<file path="src/rtl/sap1_loader.sv">
// ---------------------------------------------------------------------------
// sap1_loader
//
// Program loader sitting in front of the SAP-1 core.
//
// A host strobes bytes in on asynchronous pad pins. The loader writes them
// into the core's program memory one word at a time, starting at address 0.
// The core is held in reset while loading is in progress. If no load is
// requested when reset is released, the core is released straight away and
// runs whatever the memory already holds.
//
// Parameters
//   ADDR_W       memory address width (memory holds 2**ADDR_W words)
//   DATA_W       memory word width
//   SYNC_STAGES  flip-flops per pad synchronizer (must be >= 2)
//
// Ports
//   CLK       in   system clock, rising edge
//   RST       in   synchronous active-high reset
//   LOAD_EN   in   async pad level, 1 requests load mode
//   DSTB      in   async pad strobe, rising edge captures DIN
//   DIN       in   async pad data word
//   MEM_WE    out  one-cycle memory write enable
//   MEM_ADDR  out  memory write address
//   MEM_DIN   out  memory write data
//   CPU_RST   out  active-high reset to the core (registered)
//   LOADING   out  high while a load is in progress
//   DONE      out  high in RUN only after a complete load
// ---------------------------------------------------------------------------
module sap1_loader #(
  parameter int ADDR_W      = 4,
  parameter int DATA_W      = 8,
  parameter int SYNC_STAGES = 2
) (
  input  logic              CLK,
  input  logic              RST,
  input  logic              LOAD_EN,
  input  logic              DSTB,
  input  logic [DATA_W-1:0] DIN,
  output logic              MEM_WE,
  output logic [ADDR_W-1:0] MEM_ADDR,
  output logic [DATA_W-1:0] MEM_DIN,
  output logic              CPU_RST,
  output logic              LOADING,
  output logic              DONE
);

  localparam int                CNT_W     = $clog2(SYNC_STAGES + 1);
  localparam logic [ADDR_W-1:0] LAST_ADDR = '1;

  // -------------------------------------------------------------------------
  // Pad synchronizers
  // -------------------------------------------------------------------------
  logic [SYNC_STAGES-1:0] load_sync_reg;
  logic [SYNC_STAGES-1:0] load_sync_next;
  logic [SYNC_STAGES-1:0] dstb_sync_reg;
  logic [SYNC_STAGES-1:0] dstb_sync_next;
  logic [DATA_W-1:0]      din_pipe_reg  [SYNC_STAGES];
  logic [DATA_W-1:0]      din_pipe_next [SYNC_STAGES];

  genvar gi;
  generate
    for (gi = 0; gi < SYNC_STAGES; gi++) begin : g_sync
      if (gi == 0) begin : g_first
        assign load_sync_next[gi] = LOAD_EN;
        assign dstb_sync_next[gi] = DSTB;
        assign din_pipe_next[gi]  = DIN;
      end else begin : g_rest
        assign load_sync_next[gi] = load_sync_reg[gi-1];
        assign dstb_sync_next[gi] = dstb_sync_reg[gi-1];
        assign din_pipe_next[gi]  = din_pipe_reg[gi-1];
      end
    end
  endgenerate

  always_ff @(posedge CLK) begin
    if (RST) begin
      load_sync_reg <= '0;
      dstb_sync_reg <= '0;
      for (int i = 0; i < SYNC_STAGES; i++) begin
        din_pipe_reg[i] <= '0;
      end
    end else begin
      load_sync_reg <= load_sync_next;
      dstb_sync_reg <= dstb_sync_next;
      for (int i = 0; i < SYNC_STAGES; i++) begin
        din_pipe_reg[i] <= din_pipe_next[i];
      end
    end
  end

  logic load_s;
  logic dstb_s;
  assign load_s = load_sync_reg[SYNC_STAGES-1];
  assign dstb_s = dstb_sync_reg[SYNC_STAGES-1];

  // Edge detection. The strobe edge is registered, and the data word is
  // registered alongside it, so the captured word is the one that was on
  // the pad when the strobe was first sampled high.
  logic              dstb_prev_reg;
  logic              stb_rise_reg;
  logic [DATA_W-1:0] din_aligned_reg;
  logic              load_prev_reg;
  logic              load_rise;

  always_ff @(posedge CLK) begin
    if (RST) begin
      dstb_prev_reg   <= 1'b0;
      stb_rise_reg    <= 1'b0;
      din_aligned_reg <= '0;
      load_prev_reg   <= 1'b0;
    end else begin
      dstb_prev_reg   <= dstb_s;
      stb_rise_reg    <= dstb_s & ~dstb_prev_reg;
      din_aligned_reg <= din_pipe_reg[SYNC_STAGES-1];
      load_prev_reg   <= load_s;
    end
  end

  // load_prev_reg tracks the level continuously, so a LOAD_EN that is
  // already high when RUN is entered never looks like a fresh request.
  assign load_rise = load_s & ~load_prev_reg;

  // -------------------------------------------------------------------------
  // Control FSM
  // -------------------------------------------------------------------------
  typedef enum logic [1:0] {
    S_IDLE,
    S_LOAD,
    S_WRITE,
    S_RUN
  } state_t;

  state_t            state_reg,    state_next;
  logic [ADDR_W-1:0] addr_reg,     addr_next;
  logic [CNT_W-1:0]  settle_reg,   settle_next;
  logic [ADDR_W-1:0] mem_addr_reg, mem_addr_next;
  logic [DATA_W-1:0] mem_din_reg,  mem_din_next;
  logic              mem_we_reg,   mem_we_next;
  logic              cpu_rst_reg,  cpu_rst_next;
  logic              loading_reg,  loading_next;
  logic              done_reg,     done_next;

  always_ff @(posedge CLK) begin
    if (RST) begin
      state_reg    <= S_IDLE;
      addr_reg     <= '0;
      settle_reg   <= '0;
      mem_addr_reg <= '0;
      mem_din_reg  <= '0;
      mem_we_reg   <= 1'b0;
      cpu_rst_reg  <= 1'b1;
      loading_reg  <= 1'b0;
      done_reg     <= 1'b0;
    end else begin
      state_reg    <= state_next;
      addr_reg     <= addr_next;
      settle_reg   <= settle_next;
      mem_addr_reg <= mem_addr_next;
      mem_din_reg  <= mem_din_next;
      mem_we_reg   <= mem_we_next;
      cpu_rst_reg  <= cpu_rst_next;
      loading_reg  <= loading_next;
      done_reg     <= done_next;
    end
  end

  always_comb begin
    state_next    = state_reg;
    addr_next     = addr_reg;
    settle_next   = settle_reg;
    mem_addr_next = mem_addr_reg;
    mem_din_next  = mem_din_reg;
    done_next     = done_reg;

    case (state_reg)
      S_IDLE: begin
        // Wait long enough for the LOAD_EN synchronizer to fill with the
        // real pad level before deciding what to do.
        if (settle_reg == CNT_W'(SYNC_STAGES)) begin
          if (load_s) begin
            state_next = S_LOAD;
            addr_next  = '0;
          end else begin
            state_next = S_RUN;
          end
        end else begin
          settle_next = settle_reg + 1'b1;
        end
      end

      S_LOAD: begin
        // A strobe wins over a falling LOAD_EN in the same cycle so that
        // the host's last byte is not dropped.
        if (stb_rise_reg) begin
          state_next    = S_WRITE;
          mem_addr_next = addr_reg;
          mem_din_next  = din_aligned_reg;
        end else if (!load_s) begin
          state_next = S_RUN;
          done_next  = 1'b0;
        end
      end

      S_WRITE: begin
        if (addr_reg == LAST_ADDR) begin
          state_next = S_RUN;
          done_next  = 1'b1;
        end else begin
          state_next = S_LOAD;
          addr_next  = addr_reg + 1'b1;
        end
      end

      S_RUN: begin
        if (load_rise) begin
          state_next = S_LOAD;
          addr_next  = '0;
          done_next  = 1'b0;
        end
      end

      default: begin
        state_next = S_IDLE;
      end
    endcase

    // Outputs are registered from the next state so they change on the
    // same edge that enters the state they belong to.
    mem_we_next  = (state_next == S_WRITE);
    cpu_rst_next = (state_next != S_RUN);
    loading_next = (state_next == S_LOAD) || (state_next == S_WRITE);
  end

  assign MEM_WE   = mem_we_reg;
  assign MEM_ADDR = mem_addr_reg;
  assign MEM_DIN  = mem_din_reg;
  assign CPU_RST  = cpu_rst_reg;
  assign LOADING  = loading_reg;
  assign DONE     = done_reg;

endmodule

</file>
<file path="config.mk">
export PLATFORM = sky130hd
export DESIGN_NAME = sap1_loader
export DESIGN_NICKNAME = d
export VERILOG_FILES = /design/src/rtl/sap1_loader.sv
export SDC_FILE = /design/constraint.sdc
export NUM_CORES = 1
export LEC_CHECK = 0
export CAP_MARGIN = 0
export CORE_AREA = 4 4 70 66
export DETAILED_ROUTE_END_ITERATION = 16
export DIE_AREA = 0 0 74 70
export GPL_TIMING_DRIVEN = 0
export PLACE_DENSITY = 0.87
export SLEW_MARGIN = 20
export SYNTH_ARGS = -nofsm -noshare
export SYNTH_HDL_FRONTEND = slang
export SYNTH_SLANG_ARGS = --single-unit
</file>
<file path="constraint.sdc">
create_clock -name CLK -period 2.4 [get_ports CLK]
set_input_delay 0.24 -clock CLK [delete_from_list [all_inputs] [get_ports CLK]]
set_output_delay 0.24 -clock CLK [all_outputs]
set_load 0.05 [all_outputs]
</file>
==> results.yml <==
global_routing:
  grt_max_degree: 18
  grt_pass1_wl_mm: 5.95
  grt_pass1_vias: 1420
  antenna_found_initial: 0
  track_usage_pct: 14.8
  overflow: 0
power_and_ir_drop:
  p_per_area_mw_per_mm2: 901
  p_comb_share_pct: 30.3
  p_int_mw: 1.46
  p_leak_nw: 0.895
  ir_drop_mv: 0.527
  power_switching_share_pct: 32.5
  power.share.sequential_pct: 47.1
  power.share.clock_pct: 22.6
  power.switching_uw: 706
final_layout:
  layout_common_cells: "55 x dfxtp_1, 34 x nor2b_1, 28 x nand2_1"
  largest_reg_flops: 16
  final_common_cell: "dfxtp_1"
  fin_util_pct: 61.2
  areaGrowthSynthToFinish_pct: 20.2
  final_nets: 263
  final_layout_size_suffix_gt1_share_pct: 4.98
  diodes: 0
worst_setup_path:
  r2r_end: "LOADING"
  start_kind: "register"
  critical_path_arrival_ns: 2.33
  end_kind: "register"
  r2r_start: "state_reg[0]"
  crit_path_max_fanout: 10
  crit_start: "state_reg[0]"
  ff2ff_setup_slack_ns: 0.26
  critPathKind: "reg -> reg"
  r2r_cells: 7
  crit_required_ns: 2.59
clock_tree:
  clk_latency_ns: 0.30
  cts-buffers-inserted: 5
  cts_resized: 0
  cts_tree: "done"
  postCtsSetupBuffers: 0
  path_clk_slew_ns: 0.09
  cts-htree-levels: 2
  clockRootBuffer: "clkbuf_8"
  cts_sinks: 55
  cts_buffer_depth: 2
  cts_hold_buf: 0
sta:
  worst_pin_slew_ns: 0.566
  finalCriticalPeriod_ns: 2.14
  fmax_mhz: 468
  finClkSkew_ns: 0.00410
  finalCritPeriodShare_pct: 89.1
  finalSetupViolCount: 0
  max_slew_margin_pct: 61.8
  fin_setup_tns_ns: 0
  hold_viol: 0
  finalMaxSlewViolations: 0
  rsz0062_at_grt: "false"
routing:
  viasPerCell: 5.10
  route.detailed.drc: 0
  firstDrtPassIters: 4
  antenna_left: 0
  dr_total_vias: 1474
  avgRoutedWirePerCell_um: 11.7
  totalWireLength_mm: 3.39
  drt_iter0_drc: 69
floorplan:
  pin_count: 28
  die_area_mm2: 0.00518
  core_mm2: 0.00394
  die_height_um: 70
  die_w_um: 74
  start_util_pct: 50.9
  fp-row-count: 22
synth:
  ys_types: 32
  synth_top_area_share_pct: 55.0
  yosys_warnings: 0
  syn_area_mm2: 0.00200
  syn_area_per_cell_um2: 9.63
  synth_cells: 208
  ys_ff_latch: 55
  syn_nets: 230
  ys.flop_type: "dfxtp_1"
  synth_edf_count: 0
  yosysTopAreaCell: "dfxtp_1"
  synth_area_leaders: "dfxtp_1 55%, nor2b_1 11%, ha_1 6.2%"
  synth-seq-area-share_pct: 55.0
  async_reset_ff_share_pct: 0
run:
  max_cap_viol_count: 0
min_path:
  hold_end: "din_pipe_reg[1][1]"
  hold_class: "in -> reg"
  whs_path_depth: 2
  hp-start: "RST"
placed_design:
  dp_hpwl_mm: 2.46
  globalplace.congestion: 0.861
  numPortBuffers: 26
run_status:
  status: "finished clean"
cell type report:
| class | count | area [um2] |
|---|---|---|
| Multi-Input combinational cell | 134 | 827 |
| Tap cell | 48 | 60.1 |
| Fill cell | 348 | 1530 |
| Inverter | 8 | 30.0 |
| Timing Repair Buffer | 26 | 260 |
| Sequential cell | 55 | 1100 |
| Clock buffer | 5 | 68.8 |
| Clock inverter | 2 | 16.3 |
| Buffer | 11 | 45.0 |
cells by family (layout without fill, tap and decap cells):
group                    count (synthesis)  in the layout  share of synthesized area (%)
AND/OR/NAND/NOR                         89             89                           23.7
buffers and inverters                   19             52                           3.75
flip-flops                              55             55                           55.0
adder cells (fa/ha/maj)                 10             10                           6.25
AO/OA/AOI/OAI                           34             34                           10.9
XOR/XNOR                                 1              1                          0.437
worst max-delay path by stage:
| stage | cells past startpoint | slack, ns | end |
|---|---|---|---|
| floorplan | 7 | 0.49 | LOADING |
| global placement | 7 | 0.29 | LOADING |
| detailed placement | 7 | 0.23 | LOADING |
| CTS | 7 | 0.21 | LOADING |
| global route | 7 | 0.01 | LOADING |
| finish | 7 | 0.26 | LOADING |
power by group through the flow:
stage          Sequential (mW)  Combinational, mW  Clock [mW]
2_1_floorplan             1.10              0.443           0
3_3_place_gp              1.04              0.637           0
3_5_place_dp              1.04              0.660           0
4_1_cts                   1.02              0.669       0.506
5_1_grt                   1.03              0.749       0.532
6_report                  1.02              0.658       0.490
through the flow:
| stage | instances | hold WS (ns) | power (mW) | instance area, um2 | setup WS [ns] |
|---|---|---|---|---|---|
| final | 289 | 0.284 | 2.17 | 2410 | 0.261 |
| after global routing | 289 | 0.340 | 2.31 | 2410 | 0.0128 |
| after CTS | 289 | 0.275 | 2.20 | 2410 | 0.206 |
| after detailed placement | 282 | 0.377 | 1.70 | 2320 | 0.230 |
| after global placement | 282 | 0.371 | 1.68 | 2320 | 0.295 |
| after floorplan | 208 | 0.367 | 1.54 | 2000 | 0.493 |
synth_stat cells, types with 2 or more instances:
cell type / instances
a21oi_1: 15
a31oi_1: 4
a41o_1: 2
and3_1: 2
clkbuf_1: 10
dfxtp_1: 55
ha_1: 10
inv_1: 7
nand2_1: 28
nand2b_1: 2
nand3_1: 5
nor2_1: 9
nor2b_1: 34
o21ai_0: 6
or4_1: 2
metal layers:
layer / vias to the layer above / wire (um) / global-route usage [%]
met5: - / 0 / 0
met2: 36 / 1690 / 25.2
met1: 677 / 1450 / 16.7
met4: 0 / 54 / 6.84
li1: 753 / - / -
met3: 8 / 198 / 4.03
worst max-delay path, stage by stage, from the launching register on:
cell and delay, ns:
dfxtp_1 0.41, inv_1 0.12, ha_1 0.23, buf_4 0.17
o41ai_1 0.59, inv_1 0.10, ha_1 0.28, nor2b_1 0.13
(Power assumes the default switching activity.)
